<file path="config.mk">
export PLATFORM = sky130hd
export DESIGN_NAME = nibble_shift_out
export DESIGN_NICKNAME = d
export VERILOG_FILES = /design/src/rtl/adl_pkg.sv /design/src/rtl/nibble_shift_out.sv
export SDC_FILE = /design/constraint.sdc
export NUM_CORES = 1
export LEC_CHECK = 0
export CORE_AREA = 4 4 41 43
export CTS_CLUSTER_DIAMETER = 150
export CTS_CLUSTER_SIZE = 25
export DETAILED_ROUTE_END_ITERATION = 7
export DIE_AREA = 0 0 45 47
export GPL_TIMING_DRIVEN = 0
export PLACE_DENSITY_LB_ADDON = 0.25
export SYNTH_ARGS = -nofsm -noshare
export SYNTH_HDL_FRONTEND = slang
export SYNTH_SLANG_ARGS = --single-unit
</file>
<file path="constraint.sdc">
create_clock -name clk -period 1.2 [get_ports clk]
set_input_delay 0.24 -clock clk [delete_from_list [all_inputs] [get_ports clk]]
set_output_delay 0.24 -clock clk [all_outputs]
set_load 0.005 [all_outputs]
</file>
<file path="src/rtl/adl_pkg.sv">
// Shared definitions for the load/read-out path: FSM states and counter sizing.
package adl_pkg;

   typedef enum logic {
      IDLE  = 1'b0,
      SHIFT = 1'b1
   } state_e;

   // Bit counter width for a WIDTH-bit frame; never narrower than one bit.
   function automatic int cnt_w(input int width);
      return (width <= 2) ? 1 : $clog2(width);
   endfunction

endpackage

</file>
<file path="src/rtl/nibble_shift_out.sv">
// Parallel-in, serial-out transmitter with valid/ready load and first/last framing.
module nibble_shift_out
   import adl_pkg::*;
#(
   parameter int WIDTH     = 4,
   parameter bit MSB_FIRST = 1'b0
) (
   input  logic             clk,
   input  logic             rst,
   input  logic [WIDTH-1:0] inp,
   input  logic             in_valid,
   output logic             in_ready,
   input  logic             ser_en,
   output logic             ser_out,
   output logic             ser_valid,
   output logic             ser_first,
   output logic             ser_last,
   output logic             busy
);

   localparam int CW = cnt_w(WIDTH);

   state_e           state, state_nx;
   logic [WIDTH-1:0] sreg, sreg_nx, sreg_sh;
   logic [CW-1:0]    cnt, cnt_nx;

   // Output decode; first/last are gated by SHIFT so an idle cnt of 0 is not framed.
   always_comb begin
      ser_valid = (state == SHIFT);
      busy      = (state == SHIFT);
      ser_first = (state == SHIFT) && (cnt == '0);
      ser_last  = (state == SHIFT) && (cnt == CW'(WIDTH - 1));
      ser_out   = MSB_FIRST ? sreg[WIDTH-1] : sreg[0];
      sreg_sh   = MSB_FIRST ? (sreg << 1) : (sreg >> 1);
      // Ready when empty or when the last bit leaves this cycle; never during reset.
      in_ready  = !rst && ((state == IDLE) || (ser_last && ser_en));
   end

   // Next-state: load in IDLE, advance on ser_en, reload back-to-back at frame end.
   always_comb begin
      state_nx = state;
      sreg_nx  = sreg;
      cnt_nx   = cnt;
      case (state)
         IDLE: begin
            if (in_valid) begin
               sreg_nx  = inp;
               cnt_nx   = '0;
               state_nx = SHIFT;
            end
         end
         SHIFT: begin
            if (ser_en) begin
               if (ser_last) begin
                  if (in_valid) begin
                     sreg_nx = inp;
                     cnt_nx  = '0;
                  end else begin
                     // Fully shifted out, so the zero-filled register is already clear.
                     sreg_nx  = sreg_sh;
                     cnt_nx   = '0;
                     state_nx = IDLE;
                  end
               end else begin
                  sreg_nx = sreg_sh;
                  cnt_nx  = cnt + CW'(1);
               end
            end
         end
         default: state_nx = IDLE;
      endcase
   end

   // State registers with synchronous reset; reset aborts any frame in flight.
   always_ff @(posedge clk) begin
      if (rst) begin
         state <= IDLE;
         sreg  <= '0;
         cnt   <= '0;
      end else begin
         state <= state_nx;
         sreg  <= sreg_nx;
         cnt   <= cnt_nx;
      end
   end

endmodule

</file>
# == After elaboration in Yosys (flattened, before gate mapping) ==
# Cells that the tools add are included.
# Widths: inputs -> output; s select.
# op_classes
eq_ne,3
addsub,1
muxes,13
n_bitwise,1
reduce_logical,8
# ops
op,count
$mux 4,4
$pmux 4 s2,1
$mux 2,3
$logic_and 1x1->1,4
$ne 2x2->1 const B,2
$pmux 2 s2,1
$mux 1,3
$add 2x1->2 const B,1
$eq 2x2->1 const B,1
$logic_not 2->1,1
$pmux 1 s2,1
$reduce_and 2->1,1
$logic_not 1->1,1
$logic_or 1x1->1,1
$not 1->1,1
# word_totals
inputBits,8
word_cells,29
out_inout_bits,6
reg_bits,7

# == Depth between registers and ports, before layout ==
# Gate-level depths: netlist of run 1.
# logic_depth
word_depth,5
ltp_mapped,4
ltp_nobuf,4

# == Worst setup path after synthesis of run 1 ==
# Ideal clock, no wire load.
# synth_timing
kind,register to register
start,"register state, in the netlist busy"
end,register sreg[1]
required_ns,1.105
setup_time_ns,0.095
path_slack_ns,0.012
arrival_time_ns,1.092
stages_incl_launch_ff,5
path_cell_list,dfxtp_1 -> buf_6 -> mux2i_4 -> a31oi_1 -> a221oi_1
# synth_via
elab_chain_len,4
# synth_rtl
element,line,source
"start, declared",nibble_shift_out.sv:23,"state_e state, state_nx;"
"start signal, assigned",nibble_shift_out.sv:81,state <= state_nx;
$logic_and 1x1->1,nibble_shift_out.sv:32,ser_last = (state == SHIFT) && (cnt == CW'(WIDTH - 1));
$mux 4,nibble_shift_out.sv:54,if (ser_last) begin
$mux 4,nibble_shift_out.sv:53,if (ser_en) begin
$pmux 4 s2,nibble_shift_out.sv:44,case (state)
"end signal, assigned",nibble_shift_out.sv:82,sreg <= sreg_nx;
"end, declared",nibble_shift_out.sv:24,"logic [WIDTH-1:0] sreg, sreg_nx, sreg_sh;"
# Parallel ways exist; a longest one is shown, timed or not. The select of a mux whose other input is x is not followed.
# A chain may end at the register's enable or synchronous reset.

# == Final worst setup path of run 1 ==
# layout_timing
start,register cnt[1]
end,output ser_first
# layout_via
elab_chain_len,2
# layout_rtl
element,line,source
"start, declared",nibble_shift_out.sv:25,"logic [CW-1:0] cnt, cnt_nx;"
"start signal, assigned",nibble_shift_out.sv:83,cnt <= cnt_nx;
$logic_not 2->1,nibble_shift_out.sv:31,ser_first = (state == SHIFT) && (cnt == '0);
$logic_and 1x1->1,nibble_shift_out.sv:31,
"end, declared",nibble_shift_out.sv:16,"output logic ser_first,"
# No other way between the ends.

==> results of run 1 <==
-- report_power, final --
group	internal, mW	switching, mW	total (mW)
clock	0.128	0.101	0.229
combinational	0.0987	0.0638	0.163
sequential	0.246	0.0103	0.256
total	0.473	0.176	0.648
-- timing repair --
action / 4_1_cts / 5_1_grt
pin swaps: 5 / 4
gates resized for setup: 36 / 6
endpoints found under the setup margin: 10 / 11
setup buffers: 10 / 1
-- worst reg2reg max path, cell delays in order (launching register included) --
cell and delay [ps]:
dfxtp_4 360, ha_4 170, buf_4 130, buf_4 140, nand2_4 60, a31oi_1 80
a221oi_1 270
-- logic make-up after synthesis --
group	Yosys count	share of synthesized area, %
adder cells (fa/ha/maj)	2	6.62
AO/OA/AOI/OAI	11	23.5
multiplexers	1	5.96
flip-flops	7	37.1
AND/OR/NAND/NOR	14	15.9
buffers and inverters	8	10.9
-- worst max-delay path by stage --
| stage | slack, ps | cells past startpoint | end |
|---|---|---|---|
| 6_report | -160 | 5 | ser_first |
| 5_1_grt | -200 | 4 | in_ready |
| 3_3_place_gp | -670 | 4 | in_ready |
| 3_5_place_dp | -660 | 4 | in_ready |
| 2_1_floorplan | 10 | 4 | sreg[1] |
| 4_1_cts | -160 | 4 | in_ready |
-- cell usage after synthesis, drive strengths merged --
master	count	area share (%)
dfxtp	7	37
nor2	7	7.0
inv	5	5.0
nand2	5	5.0
a221oi	3	7.0
a31oi	3	5.0
buf	3	6.0
a32oi	2	4.6
and2	2	4.0
ha	2	6.6
a21bo	1	2.6
a21boi	1	2.0
a2bb2oi	1	2.3
mux2i	1	6.0
-- stage by stage --
stage	TNS (ps)	power (mW)	util [%]	setup slack (ps)
2_1_floorplan	0	0.329	-	12.3
3_3_place_gp	-2800	0.390	39.7	-673
3_5_place_dp	-2840	0.391	39.7	-656
4_1_cts	-573	0.649	50.7	-161
5_1_grt	-1280	0.683	52.6	-202
6_report	-706	0.648	52.6	-157
-- cell usage in the layout (no fill, tap or decap) --
cell             Yosys  routed
dfxtp_2              0       1
a31oi_1              3       3
inv_4                0       1
and2_4               0       1
a32oi_1              2       2
a2bb2oi_2            0       1
clkbuf_4             0       3
inv_1                5       4
clkdlybuf4s50_1      0       4
and2_2               2       1
a21boi_2             0       1
a21bo_2              1       1
dfxtp_1              7       4
nor2_1               7       7
nand2_1              5       4
a221oi_1             3       3
dlygate4sd2_1        0       2
clkbuf_1             0       1
dlymetal6s2s_1       0       1
dfxtp_4              0       2
buf_1                1       1
buf_4                1       9
buf_6                1       6
ha_4                 0       2
buf_2                0       2
clkdlybuf4s15_1      0       1
nand2_4              0       1
mux2i_4              1       1
-- layer usage --
| layer | up-vias | share of wire, % | routed length [µm] |
|---|---|---|---|
| li1 | 204 | - | - |
| met1 | 195 | 44 | 442 |
| met2 | 13 | 48 | 475 |
| met3 | 4 | 6.4 | 64 |
| met4 | 0 | 1.8 | 18 |
| met5 | - | 0 | 0 |
-- flip-flops by register name, indices dropped and copies added, names as in the netlist --
| signal | count |
|---|---|
| busy | 1 |
| cnt | 2 |
| sreg | 4 |
-- layout make-up --
type                       instances  share of cell area [%]
buffer                             3                    3.29
tap                               15                    2.74
clock buffer                       4                    3.84
timing repair buffer              23                    30.2
inverter                           5                    3.11
multi-input combinational         28                    35.1
sequential                         7                    21.8
==> flow_summary.yaml, run 1 <==
timing:
  finalSetupViolations: 8
  finalHoldViolations: 0
  fin_skew_ps: 2.34
  worst_pin_slew_ps: 349
  max_freq_mhz: 737
  fin_crit_ps: 1360
  rsz0062_at_grt: "yes"
  fin_hold_ws_ps: 326
  slew_headroom_pct: 76.7
  slew_viol_final: 0
  setup_ws_ps: -157
  fin_crit_sh_pct: 113
clocking:
  cts_buffer_depth: 2
  clock-sinks: 7
  cts_tree: "built"
  h-tree-depth: 1
  cts_buffers: 3
  cts_hold_buf: 0
  clkSlewWorstSetupHoldPaths_ps: 60
  root_buffer: "clkbuf_4"
  worstSkewPairLatency_ps: 260
setup_path:
  crit_arrival_ps: 1120
  path_delay_family: "flip-flops"
  worstPathMaxFanout: 2
  end_kind: "output pin"
  cpPeakStageDelay_ps: 360
  rrSetupSlack_ps: -100
  crit_slowest_cell: "dfxtp_4"
  reg2reg_from: "cnt[1]"
  cp_cell_sequence: "buf_6 > inv_4 > ha_4 > and2_4 > buf_6"
  worstSetupPathType: "reg2out"
  cp_common_cell: "buf_6"
  r2r_end: "sreg[2]"
  crit_required_ps: 960
  rr_worst_depth: 6
  critPathBufInv: 3
  crit_start: "cnt[1]"
  cp-start-kind: "register"
drt:
  routed_wirelength_um: 1000
  drtPass1Iterations: 4
  drc: 0
  dr.first_iter.drc_count: 7
  antenna_left: 0
  detail_route.vias_per_cell: 4.89
  wl_per_cell_um: 11.8
  via_count: 416
final_layout:
  syn_to_final_growth_pct: 81.1
  multi_input_area_um2: 240
  regArea_um2: 149
  final_cells: 85
  final_layout_size_suffix_gt1_share_pct: 47.1
  final_nets: 81
  final_area_um2: 684
  n_fill_cell: 130
  n_antenna_cell: 0
yosys:
  ys_warn_count: 0
  synth_cell_types: 16
  syn_area_per_cell_um2: 8.79
  syn_area_um2: 378
  syn-num-nets: 53
  synth-seq-cells: 7
  synthCells: 43
  ys_seq_area_share_pct: 37.1
grt:
  met1_usage_pct: 12.8
  grt_pass1_wl_um: 1610
  grt_pass1_vias: 379
  grt_start_max_net_pins: 9
  grt_util_met2_pct: 17.2
  overflow: 0
  met3_usage_pct: 2.30
  antenna_found_initial: 0
  grtUsageTotal_pct: 11.2
  top_usage_layer: "met2"
hold_path:
  holdPathStages: 2
  min_from: "rst"
  holdPathEnd: "cnt[0]"
  hp-class: "in2reg"
floorplan:
  placementRows: 13
  dieWidth_um: 45
  die_area_um2: 2120
  core_um2: 1300
  die_height_um: 47
  start_util_pct: 29.0
  ioPinCount: 14
place:
  gp_congestion: 0.721
  dp_cells: 70
  hpwlAfterDp_um: 576
  io_buffers: 12
  placed_area_um2: 517
pwr:
  power_density_nw_per_um2: 947
  ir_drop_mv: 0.489
  p_leak_nw: 0.310
flow_run:
  maxCapViolations: 0
outcome:
  outcome: "finished with violations"
  violations: "negative setup slack"
(Power assumes the default switching activity.)
==> run 2, diff against run 1 <==
- CTS_CLUSTER_DIAMETER: 150 -> 200
- SETUP_SLACK_MARGIN: default -> 0.3
==> run 2 against run 1 <==
Compared with the run above: the run still ends with negative setup slack left; die area is the same; clock power shrank 7%; worst hold slack got worse by 6.7 ps; final area decreased by 0.91%; clock skew increased by 7.9 ps; utilization shrank 0.48 points; via count decreased by 7.7%; first-iteration DRC count decreased by 43%; register-to-register slack got worse by 20 ps; total power rose by 0.58%; flip-flop and latch count unchanged; critical endpoint is now in_ready.
==> flow_summary.yaml, run 2 (synthesis gave the netlist of run 1 again) <==
floorplan:
  dieWidth_um: 45
  placementRows: 13
  ioPinCount: 14
  die_height_um: 47
  start_util_pct: 29.0
  core_um2: 1300
  die_area_um2: 2120
grt:
  overflow: 0
  antenna_found_initial: 0
  grt_start_max_net_pins: 9
  grtUsageTotal_pct: 9.98
  grt_pass1_wl_um: 1460
  grt_pass1_vias: 358
final_layout:
  regMostFlops: "sreg"
  n_fill_cell: 134
  final_nets: 79
  layout_commonest_cell: "buf_6"
  final_util_pct: 52.1
  final_cell_mix: "10 x buf_6, 7 x nor2_1, 5 x nand2_1, 5 x clkdlybuf4s50_1"
  regArea_um2: 150
  largest_register_ffs: 4
  syn_to_final_growth_pct: 79.5
  multi_input_area_um2: 243
  final_area_um2: 678
  n_antenna_cell: 0
  final_cells: 83
  final_layout_size_suffix_gt1_share_pct: 51.5
timing:
  finalSetupViolations: 10
  slew_headroom_pct: 75.1
  fin_crit_ps: 1350
  finalSetupTns_ps: -921
  setup_ws_ps: -154
  max_freq_mhz: 738
  fin_crit_sh_pct: 113
  worst_pin_slew_ps: 373
  rsz0062_at_grt: "yes"
  finalHoldViolations: 0
  slew_viol_final: 0
  fin_skew_ps: 10.2
setup_path:
  worstSetupPathType: "reg2out"
  crit_required_ps: 960
  worstPathMaxFanout: 4
  cp-start-kind: "register"
  end_kind: "output pin"
  rr_worst_depth: 5
  crit_arrival_ps: 1110
place:
  gp_congestion: 0.731
  placed_area_um2: 537
  place_ws_ps: -579
  io_buffers: 12
  dp_cells: 70
pwr:
  intPower_mw: 0.480
  power_frac_comb_pct: 27.7
  seq_power_share_pct: 39.4
  ir_drop_mv: 0.459
  power_density_nw_per_um2: 961
  clkPwrFrac_pct: 32.9
  p_switching_mw: 0.171
  switching_share_pct: 26.3
  p_leak_nw: 0.289
clocking:
  root_buffer: "clkbuf_4"
  cts_buffer_depth: 2
  worstSkewPairLatency_ps: 260
  clock-sinks: 7
  cts_buffers: 3
  clkSlewWorstSetupHoldPaths_ps: 60
  cts_tree: "built"
  h-tree-depth: 1
drt:
  dr.first_iter.drc_count: 4
  drc: 0
  drtPass1Iterations: 4
  wl_per_cell_um: 11.3
  routed_wirelength_um: 942
  detail_route.vias_per_cell: 4.63
  antenna_left: 0
  via_count: 384
hold_path:
  hp-class: "in2reg"
  holdPathStages: 2
outcome:
  violations: "negative setup slack"
  outcome: "finished with violations"
flow_run:
  maxCapViolations: 0
-- run 2: what timing repair did --
action / 4_1_cts / 5_1_grt
setup endpoints to repair: 13 / 13
pin swaps: 4 / 2
hold buffers: 0 / 0
resized for setup: 40 / 4
endpoints found under the hold margin: 0 / 0
buffers inserted: 8 / 1
-- run 2: layer usage --
| layer | routed length [µm] | vias to the layer above | GRT usage [%] |
|---|---|---|---|
| li1 | - | 200 | - |
| met1 | 412 | 175 | 10.8 |
| met2 | 483 | 9 | 17.2 |
| met3 | 46 | 0 | 4.60 |
| met4 | 0 | 0 | 3.51 |
| met5 | 0 | - | 0 |
-- run 2: critical path: stages, from the launching register on --
cell      delay (ps)
dfxtp_4          360
ha_4             170
a21boi_4         140
nor2_1            50
buf_2            140
-- run 2: area by class of cell --
class                   count  share of cell area [%]
clock buffers               3                    3.32
flip-flops and latches      7                    22.1
inverters                   5                    2.77
repair buffers             21                    28.6
well taps                  15                    2.77
plain buffers               3                    3.87
multi-input cells          28                    35.8
clock inverters             1                   0.738
-- run 2: power by group through the flow --
| stage | registers, mW | logic (mW) | clock network (mW) |
|---|---|---|---|
| 6_report | 0.257 | 0.181 | 0.214 |
| 5_1_grt | 0.259 | 0.195 | 0.237 |
| 4_1_cts | 0.256 | 0.167 | 0.227 |
| 3_5_place_dp | 0.264 | 0.128 | 0 |
| 3_3_place_gp | 0.264 | 0.128 | 0 |
| 2_1_floorplan | 0.264 | 0.0684 | 0 |
-- run 2: worst paths after layout --
check / start / endpoint / slack [ps]
hold / removal: rst / cnt[0] / 320
setup / recovery: cnt[0] / in_ready / -150
setup reg to reg: busy / sreg[2] / -120
hold reg to reg: sreg[0] / sreg[0] / 460
-- run 2: stage by stage --
step	total power, mW	hold slack (ps)
3_3_place_gp	0.393	459
3_5_place_dp	0.392	460
2_1_floorplan	0.332	361
6_report	0.652	319
4_1_cts	0.650	315
5_1_grt	0.691	342
==> run 3, diff against run 2 <==
- ABC_CLOCK_PERIOD_IN_PS: default -> 1200
- CTS_CLUSTER_SIZE: 25 -> 12
==> results of run 3 <==
Same layout as run 2: the final DEF is identical, and so are final timing and power.
